===== config.mk =====
export PLATFORM = sky130hd
export DESIGN_NAME = bin2bcd_dabble
export DESIGN_NICKNAME = d
export VERILOG_FILES = /design/src/rtl/bin2bcd_dabble.sv
export SDC_FILE = /design/constraint.sdc
export NUM_CORES = 1
export LEC_CHECK = 0
export BUFFER_PORTS_ARGS = -buffer_cell sky130_fd_sc_hd__buf_4
export CORE_UTILIZATION = 55
export CTS_CLUSTER_DIAMETER = 60
export DETAILED_ROUTE_END_ITERATION = 10
export PLACE_DENSITY = 0.79
export SLEW_MARGIN = 20
export SYNTH_ARGS = -nofsm -noshare
export SYNTH_HDL_FRONTEND = slang
export SYNTH_SLANG_ARGS = --single-unit

===== constraint.sdc =====
create_clock -name clk -period 3.4 [get_ports clk]
set_clock_uncertainty 0.2 [all_clocks]
set_input_delay 0.68 -clock clk [delete_from_list [all_inputs] [get_ports clk]]
set_output_delay 0.68 -clock clk [all_outputs]
set_load 0.02 [all_outputs]

===== src/rtl/bin2bcd_dabble.sv =====
// Sequential binary-to-BCD converter using shift-and-add-3 (double dabble).
// Converts one BIN_WIDTH-bit unsigned value into DIGITS packed BCD digits,
// processing one input bit per clock, with valid/ready handshakes on both
// sides and a sticky overflow flag for values that do not fit in DIGITS.
module bin2bcd_dabble #(
    parameter int BIN_WIDTH = 8,
    parameter int DIGITS    = 3
) (
    input  logic                  clk,
    input  logic                  rst_n,
    input  logic                  in_valid,
    output logic                  in_ready,
    input  logic [BIN_WIDTH-1:0]  bin_in,
    output logic                  out_valid,
    input  logic                  out_ready,
    output logic [4*DIGITS-1:0]   bcd_out,
    output logic                  ovf,
    output logic                  busy
);

    localparam int CNT_W = $clog2(BIN_WIDTH + 1);
    localparam int BCD_W = 4 * DIGITS;

    typedef enum logic [1:0] {
        IDLE  = 2'd0,
        SHIFT = 2'd1,
        DONE  = 2'd2
    } state_t;

    state_t             state_q, state_d;
    logic [BIN_WIDTH-1:0] bin_q, bin_d;
    logic [BCD_W-1:0]     bcd_q, bcd_d;
    logic                 ovf_q, ovf_d;
    logic [CNT_W-1:0]     cnt_q, cnt_d;

    // Digits after the add-3 correction; the binary bits are never corrected.
    logic [BCD_W-1:0]     bcd_adj;
    // Bit leaving the top BCD digit during a shift; any 1 here means overflow.
    logic                 carry_out;

    // Add 3 to every digit that is 5 or more, all digits in parallel.
    always_comb begin
        bcd_adj = bcd_q;
        for (int i = 0; i < DIGITS; i++) begin
            if (bcd_q[4*i +: 4] >= 4'd5) begin
                bcd_adj[4*i +: 4] = bcd_q[4*i +: 4] + 4'd3;
            end
        end
    end

    // Next-state and datapath update for the IDLE/SHIFT/DONE sequencer.
    always_comb begin
        state_d   = state_q;
        bin_d     = bin_q;
        bcd_d     = bcd_q;
        ovf_d     = ovf_q;
        cnt_d     = cnt_q;
        carry_out = 1'b0;
        case (state_q)
            IDLE: begin
                if (in_valid) begin
                    bin_d   = bin_in;
                    bcd_d   = '0;
                    ovf_d   = 1'b0;
                    cnt_d   = CNT_W'(BIN_WIDTH);
                    state_d = SHIFT;
                end
            end
            SHIFT: begin
                {carry_out, bcd_d} = {bcd_adj, bin_q[BIN_WIDTH-1]};
                bin_d = bin_q << 1;
                ovf_d = ovf_q | carry_out;
                cnt_d = cnt_q - CNT_W'(1);
                if (cnt_q == CNT_W'(1)) begin
                    state_d = DONE;
                end
            end
            DONE: begin
                if (out_ready) begin
                    state_d = IDLE;
                end
            end
            default: begin
                state_d = IDLE;
            end
        endcase
    end

    // State and datapath registers; reset discards any in-flight conversion.
    always_ff @(posedge clk or negedge rst_n) begin
        if (!rst_n) begin
            state_q <= IDLE;
            bin_q   <= '0;
            bcd_q   <= '0;
            ovf_q   <= 1'b0;
            cnt_q   <= '0;
        end else begin
            state_q <= state_d;
            bin_q   <= bin_d;
            bcd_q   <= bcd_d;
            ovf_q   <= ovf_d;
            cnt_q   <= cnt_d;
        end
    end

    assign in_ready  = (state_q == IDLE);
    assign busy      = (state_q == SHIFT);
    assign out_valid = (state_q == DONE);
    assign bcd_out   = bcd_q;
    assign ovf       = ovf_q;

endmodule


After elaboration in Yosys (flattened, before gate mapping) --
Cells that the tools add are included.
Cells by class: reduce and logical (&&, ||, !) cells 4, order comparisons 3, eq/ne operators 6, mux-type cells 15, add/sub/neg operators 4, bitwise operators 1
Operators by type and width (count):
- case mux 12 bit (2 select lines) | 1
- 2-to-1 mux 4 bit | 4
- case mux 8 bit (2 select lines) | 1
- adder 4 x 2 -> 4 bit, second input constant | 3
- greater-or-equal comparator 4 x 3 -> 1 bit, second input constant | 3
- 2-to-1 mux 12 bit | 1
- 2-to-1 mux 8 bit | 1
- case mux 4 bit (2 select lines) | 1
- 2-to-1 mux 2 bit | 3
- case mux 2 bit (3 select lines) | 1
- equality test 4 x 1 -> 1 bit, second input constant | 1
- != test 2 x 1 -> 1 bit, second input constant | 2
- subtractor 4 x 1 -> 4 bit, second input constant | 1
- AND reduction 3 bit | 1
- equality test 2 x 1 -> 1 bit, second input constant | 1
- equality test 2 bit, second input constant | 1
- logical NOT 2 bit | 1
- != test 2 bit, second input constant | 1
- case mux 1 bit (2 select lines) | 1
- AND reduction 2 bit | 1
- nonzero test 2 bit | 1
- 2-to-1 mux 1 bit | 1
- OR 1 bit | 1
Storage, ports and cells: register bits after elaboration 27, word-level logic and storage cells 38, output and inout bits 16, input bits 12

Longest topological paths before layout --
Gate-level depths: netlist (run 1).
word-level depth 4, mapped depth 5, gate-level depth less buffers 5

Worst setup path before layout (run 1) --
Ideal clock, no wire load.
kind register to output, start point reg state_q[0], end point out in_ready, setup slack 1.500 ns, buffers on the path 2, required time 2.520 ns, cell stages (with the launch flop) 4, data arrival time 1.020 ns, path through dfrtp_1 > buf_4 > buf_4 > nor2_1
On the way: cells in the longest elaborated chain, start to end 1
Ends and longest elaborated chain:
- start: declaration | RTL line 30 | state_t state_q, state_d;
- start signal: assignment | RTL line 98 | state_q <= state_d;
- logical NOT 2 bit | RTL line 106 | assign in_ready = (state_q == IDLE);
- end: declaration | RTL line 12 | output logic in_ready,
No other way between the ends.

Final worst setup path (run 1) --
start point reg state_q[0], end point out busy
On the way: cells in the longest elaborated chain, start to end 1
Ends and longest elaborated chain:
- equality test 2 x 1 -> 1 bit | RTL line 107 | assign busy = (state_q == SHIFT);
- end: declaration | RTL line 18 | output logic busy
No other way between the ends.

==> results of run 1 <==
final cells by class:
| cell class | instances | share of cell area |
|---|---|---|
| sequential | 27 | 0.387 |
| inverter | 16 | 0.0344 |
| timing repair buffer | 27 | 0.116 |
| clock buffer | 3 | 0.0129 |
| multi-input combinational | 103 | 0.424 |
| clock inverter | 1 | 0.00429 |
| tap | 30 | 0.0215 |
logic make-up after synthesis:
| kind of cell | Yosys count |
|---|---|
| AND/OR/NAND/NOR | 38 |
| AO/OA/AOI/OAI | 52 |
| multiplexers | 2 |
| adder cells (fa/ha/maj) | 8 |
| buffers and inverters | 24 |
| XOR/XNOR | 3 |
| flip-flops | 27 |
stage by stage:
step           total power, mW  instances  instance area [um^2]  setup slack (ns)  utilization
2_1_floorplan             1.29        154                  1540              1.50            -
3_3_place_gp              1.49        203                  1720              1.03        0.669
3_5_place_dp              1.53        203                  1720             0.961        0.669
4_1_cts                   1.68        207                  1750             0.566        0.681
5_1_grt                   1.80        207                  1750             0.400        0.681
6_report                  1.67        207                  1750             0.539        0.681
worst register-to-register path: stages, from the launching register on:
cell      delay (ns)
dfrtp_1         0.66
o21bai_1        0.89
nand2_1         0.16
o311ai_2        0.12
registers in the layout, summed over array words and instances, names as in the netlist:
register,cells
state_q,2
ovf,1
cnt_q,4
bin_q,8
bcd_out,12
metal layers:
metal	global-route usage	part of all wire	routed length, um
met1	0.290	0.45	1400
met2	0.404	0.50	1540
met3	0.0301	0.038	116
met4	0.0958	0.011	34
met5	0	0	0
cell usage after synthesis (all sizes together) (4+ instances only):
master and count:
nor2b 4, buf 7, nand2 17, o31ai 5, o21ai 14, dfrtp 27, inv 16, a21oi 8
and3b 7, ha 8, nor2 5, o2111ai 6
power by group through the flow:
stage / logic, mW / registers, mW / clock network [mW]
after floorplan: 0.634 / 0.652 / 0
final: 0.911 / 0.612 / 0.144
after detailed placement: 0.912 / 0.620 / 0
after global placement: 0.878 / 0.611 / 0
after global routing: 1.01 / 0.637 / 0.157
after CTS: 0.914 / 0.611 / 0.150
path summary, 6_finish.rpt:
| check | end | cells past startpoint | slack [ns] | start |
|---|---|---|---|---|
| setup reg to reg | bcd_out[6] | 3 | 1.30 | state_q[0] |
| hold reg to reg | bin_q[4] | 2 | 0.32 | bin_q[4] |
| min in group clk | state_q[1] | 2 | 0.31 | out_ready |
| hold / removal | bin_q[3] | 1 | 0.02 | rst_n |
| max in group asynchronous | cnt_q[0] | 1 | 2.73 | rst_n |
| setup / recovery | busy | 3 | 0.54 | state_q[0] |
==> results by group, run 1 <==
Layout
  • Area Overhead vs Synth: 13.5%
  • Most frequent cells in the layout: 27 x dfrtp_1, 27 x buf_4, 17 x nand2_1
  • Nets@finish: 198
  • FILL cells: 195
  • Area occupied by multi-input gates: 742 um^2
  • Reg area: 676 um^2
  • N_diodes: 0
  • Share of cells above drive strength 1: 0.226

CTS
  • Clk sinks: 27
  • Clk slew on worst S/H paths: 0.15 ns
  • CTS tree: yes
  • Setup bufs post-CTS: 0
  • Clock Latency Late Sink: 0.33 ns
  • Root buf cell: clkbuf_4
  • Clock buffer depth: 2
  • TritonCTS buffer count: 3
  • Hold_buf cts: 0
  • Post-CTS sizing: 0
  • H-tree depth: 1

Synthesis
  • Syn avg cell area: 10.0 um^2
  • Mapped Area: 0.00154 mm^2
  • Post-synth ARST share: 1.00
  • Share of the synthesized area in compound gates (AO/OA/AOI/OAI): 0.251
  • Synth Warn #: 0
  • Register area share after synthesis: 0.439
  • Synth Instances: 154
  • Top FF cell, synth: dfrtp_1
  • Largest family of logic cells by synthesized area: compound AO/OA/AOI/OAI gates
  • #FFs+latches synth: 27
  • Syn nets: 174
  • Post-Synth XOR/XNOR Area: 0.0171
  • Synth top area cells: dfrtp_1 44%, ha_1 6.5%, o21ai_0 4.2%
  • Multiplexer area fraction after synthesis: 0.0138
  • Yosys cell types: 36
  • Synth Area in Simple Gates: 0.135
  • Area leader, netlist: dfrtp_1
  • Post-synth EDFFs: 0
  • Post-synth top area share: 0.439
  • Fraction of the mapped netlist area in adder cells: 0.0650

Pwr
  • Pwr dens: 954 mW/mm^2
  • Power Internal: 0.910 mW
  • Clock share of power: 0.086
  • Max VDD drop: 0.000718 V
  • Seq pwr share: 0.367
  • Switching Fraction: 0.454
  • Leak Pwr: 0.817 nW
  • Gate power share: 0.546
  • NetSw: 0.758 mW

Route
  • Drt pass-1 iters: 4
  • DR vias/cell: 5.85
  • Drt drc: 0
  • Via count: 1211
  • Number of DRC markers in iteration 0: 19
  • Avg WL per Cell: 14.9 um
  • WL final: 3080 um
  • Final ANT Viol Nets: 0

Floorplan
  • Total die area: 0.00302 mm^2
  • Die width: 54.9 um
  • # rows: 18
  • IO Pins: 28
  • Effective utilization at floorplan: 0.600
  • Core Region: 0.00257 mm^2
  • Height of the die: 54.9 um

STA
  • Final min period: 2.86 ns
  • Final setup vio count: 0
  • Final Hold Fails: 0
  • Unrepaired setup endpoints after global routing: false
  • Min Hold Slack: 0.0227 ns
  • Maximum clock frequency: 0.350 GHz
  • Final Slew Violations: 0
  • Slew HR: 0.347
  • Period utilization: 0.842
  • Worst-Margin Slew: 0.977 ns
  • Setup TNS: 0 ns

Setup path
  • Crit Path Max Fanout: 25
  • Setup crit end kind: output port
  • CP Buf/Inv Count: 2
  • CP Class: flip-flop to output port
  • Slowest CP cell: dfrtp_1
  • Setup crit start kind: flip-flop
  • Crit-path leading delay family: flip-flops
  • Crit path arrival time: 1.98 ns
  • Cell Chain, Critical Path: nand2b_2 > inv_2 > buf_4
  • Critical path's largest stage delay: 0.81 ns
  • Critical Path RT: 2.52 ns

Outcome
  • Outcome: finished, final reports clean

Place
  • Routability Congestion: 0.956
  • PortBufs: 27
  • Hpwl dp: 2260 um

Global route
  • Grt total ovfl: 0
  • GR Util All Layers: 0.233
  • Vias in the first global route: 1158
  • Largest net degree at the start of global routing: 28
  • First-pass GRT wire length: 5000 um
  • Initial antenna violation count: 0

Hold path
  • Hold Crit Class: input port to async pin

Run
  • Max-cap violations: 0
Power figures use the tool's default switching activity.
==> run 2: changes to the inputs <==
ABC_AREA = 1   (was unset)
CORE_UTILIZATION = 49   (was 55)
PLACE_DENSITY = 0.74   (was 0.79)
clock period = 2.37 ns   (was 3.4 ns; I/O delays follow)
==> results by group, run 2 <==
Outcome
  • Failing checks: DRC
  • Outcome: finished, violations left

Global route
  • Grt total ovfl: 0
  • Vias in the first global route: 1249
  • First-pass GRT wire length: 5330 um
  • Initial antenna violation count: 0
  • Largest net degree at the start of global routing: 28
  • GR Util All Layers: 0.204

Setup path
  • CP Class: flip-flop to output port
  • Critical path's largest stage delay: 0.41 ns
  • Cell Chain, Critical Path: inv_2 > nand2_4 > inv_6 > buf_4
  • Setup crit end kind: output port
  • Crit path arrival time: 1.32 ns
  • Crit Path Max Fanout: 24
  • Critical Path RT: 1.70 ns
  • Setup crit start kind: flip-flop
  • Slowest CP cell: dfrtp_1

Floorplan
  • Height of the die: 58.0 um
  • Die width: 58.0 um
  • IO Pins: 28
  • Core Region: 0.00288 mm^2
  • Effective utilization at floorplan: 0.535
  • Total die area: 0.00337 mm^2
  • # rows: 19

Synthesis
  • Synth top cells by count: 69 x nand2_1, 27 x dfrtp_1, 21 x nand3_1, 20 x inv_1, 8 x ha_1
  • Synth top area cells: dfrtp_1 44%, nand2_1 17%, nand3_1 6.8%
  • Post-synth top area share: 0.439
  • Syn nets: 209
  • Yosys cell types: 24
  • Syn avg cell area: 8.14 um^2
  • Post-synth ARST share: 1.00
  • Top FF cell, synth: dfrtp_1
  • #FFs+latches synth: 27
  • Most numerous cell in the Yosys netlist: nand2_1
  • Synth Warn #: 0
  • Post-synth EDFFs: 0
  • Synth Instances: 189
  • Area leader, netlist: dfrtp_1
  • Register area share after synthesis: 0.439
  • Mapped Area: 0.00154 mm^2

Layout
  • Most frequent cells in the layout: 69 x nand2_1, 27 x dfrtp_1, 27 x buf_4
  • Largest register FFs: 12
  • Leading cell type in the layout, fill and taps excluded: nand2_1
  • Share of cells above drive strength 1: 0.194
  • Area Overhead vs Synth: 15.8%
  • Reg area: 676 um^2
  • Fin util: 0.619
  • N_diodes: 0
  • FILL cells: 262
  • Area occupied by multi-input gates: 723 um^2
  • Fin area: 0.00178 mm^2
  • Nets@finish: 238

Route
  • Avg WL per Cell: 11.9 um
  • Drt drc: 1
  • Final ANT Viol Nets: 0
  • Via count: 1293
  • WL final: 3090 um
  • Drt pass-1 iters: 7
  • DR vias/cell: 4.99
  • Number of DRC markers in iteration 0: 74

Place
  • PortBufs: 27
  • Routability Congestion: 0.853
  • Hpwl dp: 2270 um
  • Placed Area: 0.00175 mm^2
  • Setup WS pre-CTS: 0.746 ns

STA
  • Unrepaired setup endpoints after global routing: false
  • Worst-Margin Slew: 0.354 ns
  • Slew HR: 0.764
  • Final min period: 1.99 ns
  • Final setup vio count: 0
  • Maximum clock frequency: 0.502 GHz
  • Period utilization: 0.840
  • Final Hold Fails: 0
  • Final Slew Violations: 0
  • Worst Slack Setup Final: 0.378 ns
  • Setup TNS: 0 ns

CTS
  • H-tree depth: 1
  • TritonCTS buffer count: 3
  • Clock buffer depth: 2
  • Clock Latency Late Sink: 0.32 ns
  • CTS tree: yes
  • Clk slew on worst S/H paths: 0.14 ns
  • Root buf cell: clkbuf_4
  • Clk sinks: 27
  • Setup bufs post-CTS: 0

Pwr
  • Leak Pwr: 0.947 nW
  • Pwr dens: 1400 mW/mm^2
  • Max VDD drop: 0.000691 V

Hold path
  • Hold Crit Class: input port to flip-flop

Run
  • Max-cap violations: 0
-- run 2: cell type report --
class,count,share of cell area
inverter,23,0.0513
timing repair buffer,28,0.119
tap,42,0.0295
clock buffer,4,0.0147
multi-input combinational,135,0.406
sequential,27,0.379
-- run 2: per-layer routing --
layer  GRT usage  share of wire  vias up
met2       0.345           0.48       30
met1       0.272           0.47      595
met3      0.0246          0.039        4
met5           0              0        -
li1            -              -      664
met4      0.0680         0.0068        0
-- run 2: power breakdown --
| part | leakage (nW) | internal (mW) | switching [mW] |
|---|---|---|---|
| clock network | 0.0150 | 0.0658 | 0.132 |
| logic | 0.592 | 0.542 | 0.898 |
| registers | 0.340 | 0.669 | 0.179 |
-- run 2: worst paths after layout --
path | start | to | slack (ns) | depth (start not counted)
hold / removal | bin_in[0] | bin_q[0] | 0.13 | 3
hold reg to reg | bin_q[0] | bin_q[0] | 0.30 | 2
setup reg to reg | bcd_out[4] | bcd_out[6] | 0.80 | 8
setup / recovery | state_q[1] | busy | 0.38 | 4
max in group asynchronous | rst_n | cnt_q[3] | 1.33 | 2
min in group asynchronous | rst_n | cnt_q[0] | 0.39 | 2
-- run 2: logic make-up after synthesis --
kind of cell / after synthesis / synth area share
xor+xnor: 1 / 0.00569
fa+ha+maj: 8 / 0.0650
flops: 27 / 0.439
buf+inv: 27 / 0.0911
simple gates: 108 / 0.320
compound gates: 18 / 0.0797
-- run 2: worst max-delay path, delay by kind of cell, from the launching register on --
kind	cells	cell delay [ns]
flip-flops	1	0.41
AND/OR/NAND/NOR	1	0.11
buffers and inverters	3	0.48
-- run 2: through the flow --
stage | cells | hold slack [ns] | power [mW]
after floorplan | 189 | -0.0216 | 1.94
after global placement | 254 | 0.210 | 2.24
after detailed placement | 254 | 0.209 | 2.30
final | 259 | 0.134 | 2.49
after global routing | 259 | 0.115 | 2.73
after CTS | 259 | 0.127 | 2.50
-- run 2: what timing repair did --
action,CTS,global route
gates resized for setup,0,0
hold endpoints to repair,27,0
hold buffers,1,0
==> run 3: changes to the inputs <==
clock period = 1.7 ns   (was 2.37 ns; I/O delays follow)
==> results by group, run 3 (synthesis results as in run 2) <==
STA
  • Period utilization: 0.963
  • Worst Slack Setup Final: 0.0633 ns
  • Final min period: 1.64 ns
  • Final setup vio count: 0
  • Unrepaired setup endpoints after global routing: false
  • Setup TNS: 0 ns
  • Final Slew Violations: 0
  • Slew HR: 0.769
  • Worst-Margin Slew: 0.347 ns
  • Maximum clock frequency: 0.611 GHz
  • Min Hold Slack: 0.0210 ns
  • Final Hold Fails: 0

Setup path
  • CP Buf/Inv Count: 3
  • Reg2reg start: state_q[1]
  • Setup crit start kind: flip-flop
  • Setup crit end kind: output port
  • Crit-path leading delay family: flip-flops
  • Crit path to: busy
  • R2r worst-path depth: 7
  • Cell Chain, Critical Path: inv_2 > nand2_8 > clkinv_8 > buf_6
  • Slowest CP cell: dfrtp_1
  • Critical Path RT: 1.16 ns
  • Crit Path Max Fanout: 3
  • Reg2reg end: bin_q[4]
  • Crit path arrival time: 1.10 ns
  • R2r setup slk: 0.10 ns
  • Critical Path Start: state_q[1]
  • Instance count on the critical path: 4
  • Critical path's largest stage delay: 0.42 ns
  • CP Class: flip-flop to output port

Pwr
  • Leak Pwr: 0.986 nW
  • Pwr dens: 1940 mW/mm^2
  • Max VDD drop: 0.00111 V

CTS
  • Root buf cell: clkbuf_4
  • Clk slew on worst S/H paths: 0.14 ns
  • TritonCTS buffer count: 3
  • Clock Latency Late Sink: 0.32 ns
  • H-tree depth: 1
  • Clk sinks: 27
  • CTS tree: yes
  • Clock buffer depth: 2

Route
  • WL final: 3170 um
  • Drt pass-1 iters: 7
  • DR vias/cell: 4.96
  • Number of DRC markers in iteration 0: 93
  • Final ANT Viol Nets: 0
  • Via count: 1319
  • Drt drc: 1
  • Avg WL per Cell: 11.9 um

Place
  • Setup WS pre-CTS: 0.181 ns
  • Hpwl dp: 2250 um
  • PortBufs: 27
  • Routability Congestion: 0.939

Floorplan
  • Core Region: 0.00288 mm^2
  • Effective utilization at floorplan: 0.535
  • Height of the die: 58.0 um
  • IO Pins: 28
  • Die width: 58.0 um
  • Total die area: 0.00337 mm^2
  • # rows: 19

Global route
  • Initial antenna violation count: 0
  • Vias in the first global route: 1272
  • First-pass GRT wire length: 5610 um
  • GR Util All Layers: 0.215
  • Grt total ovfl: 0
  • Largest net degree at the start of global routing: 28

Layout
  • N_diodes: 0
  • Fin util: 0.648
  • Largest register FFs: 12
  • FILL cells: 242
  • Leading cell type in the layout, fill and taps excluded: nand2_1
  • Nets@finish: 245
  • Share of cells above drive strength 1: 0.223
  • Most frequent cells in the layout: 69 x nand2_1, 31 x buf_4, 26 x dfrtp_1
  • Area Overhead vs Synth: 21.1%

Outcome
  • Outcome: finished, violations left
  • Failing checks: DRC

Hold path
  • Hold Crit Class: input port to flip-flop
  • WHS Path Cells: 3

Run
  • Max-cap violations: 0
## run 3: worst min-delay path, cell delays in order
cell and delay (ns):
buf_4 0.07, nand2_1 0.04, nand3_1 0.05
## run 3: what timing repair did
action | CTS | global route
buffers inserted | 2 | 2
hold endpoints to repair | 29 | 0
pin swaps | 0 | 1
gates resized for setup | 2 | 4
endpoints found under the setup margin | 1 | 3
hold buffers | 3 | 0
## run 3: metal layers
metal,part of all wire,global-route usage
met2,0.48,0.355
met4,0.0050,0.0714
met5,0,0
met1,0.49,0.295
met3,0.033,0.0268
## run 3: cell type report
cell class	count	area [um^2]	area share
inverters	23	98.8	0.0530
repair buffers	35	274	0.147
clock inverters	1	5.00	0.00268
well taps	42	52.6	0.0282
clock buffers	3	22.5	0.0121
flip-flops and latches	27	677	0.363
multi-input cells	135	734	0.394
## run 3: how the worst min path moves through the flow
stage	startpoint	to	slack, ns
final	bin_in[5]	bin_q[5]	0.02
after CTS	bin_in[2]	bin_q[2]	0.01
after floorplan	rst_n	bcd_out[0]	-0.16
after global placement	rst_n	bcd_out[3]	0.08
after detailed placement	rst_n	bcd_out[3]	0.07
after global routing	bin_in[2]	bin_q[2]	0.01
## run 3: report_power, final
| part | switching (mW) | total, mW | internal (mW) |
|---|---|---|---|
| clock network | 0.186 | 0.274 | 0.0880 |
| logic | 1.30 | 2.14 | 0.848 |
| registers | 0.256 | 1.19 | 0.935 |
## run 3: stage by stage
step | cell area, um^2 | total power [mW] | instances
after detailed placement | 1750 | 3.23 | 255
final | 1860 | 3.61 | 266
after floorplan | 1540 | 2.71 | 189
after global routing | 1860 | 4.00 | 266
after CTS | 1840 | 3.58 | 264
after global placement | 1750 | 3.15 | 255
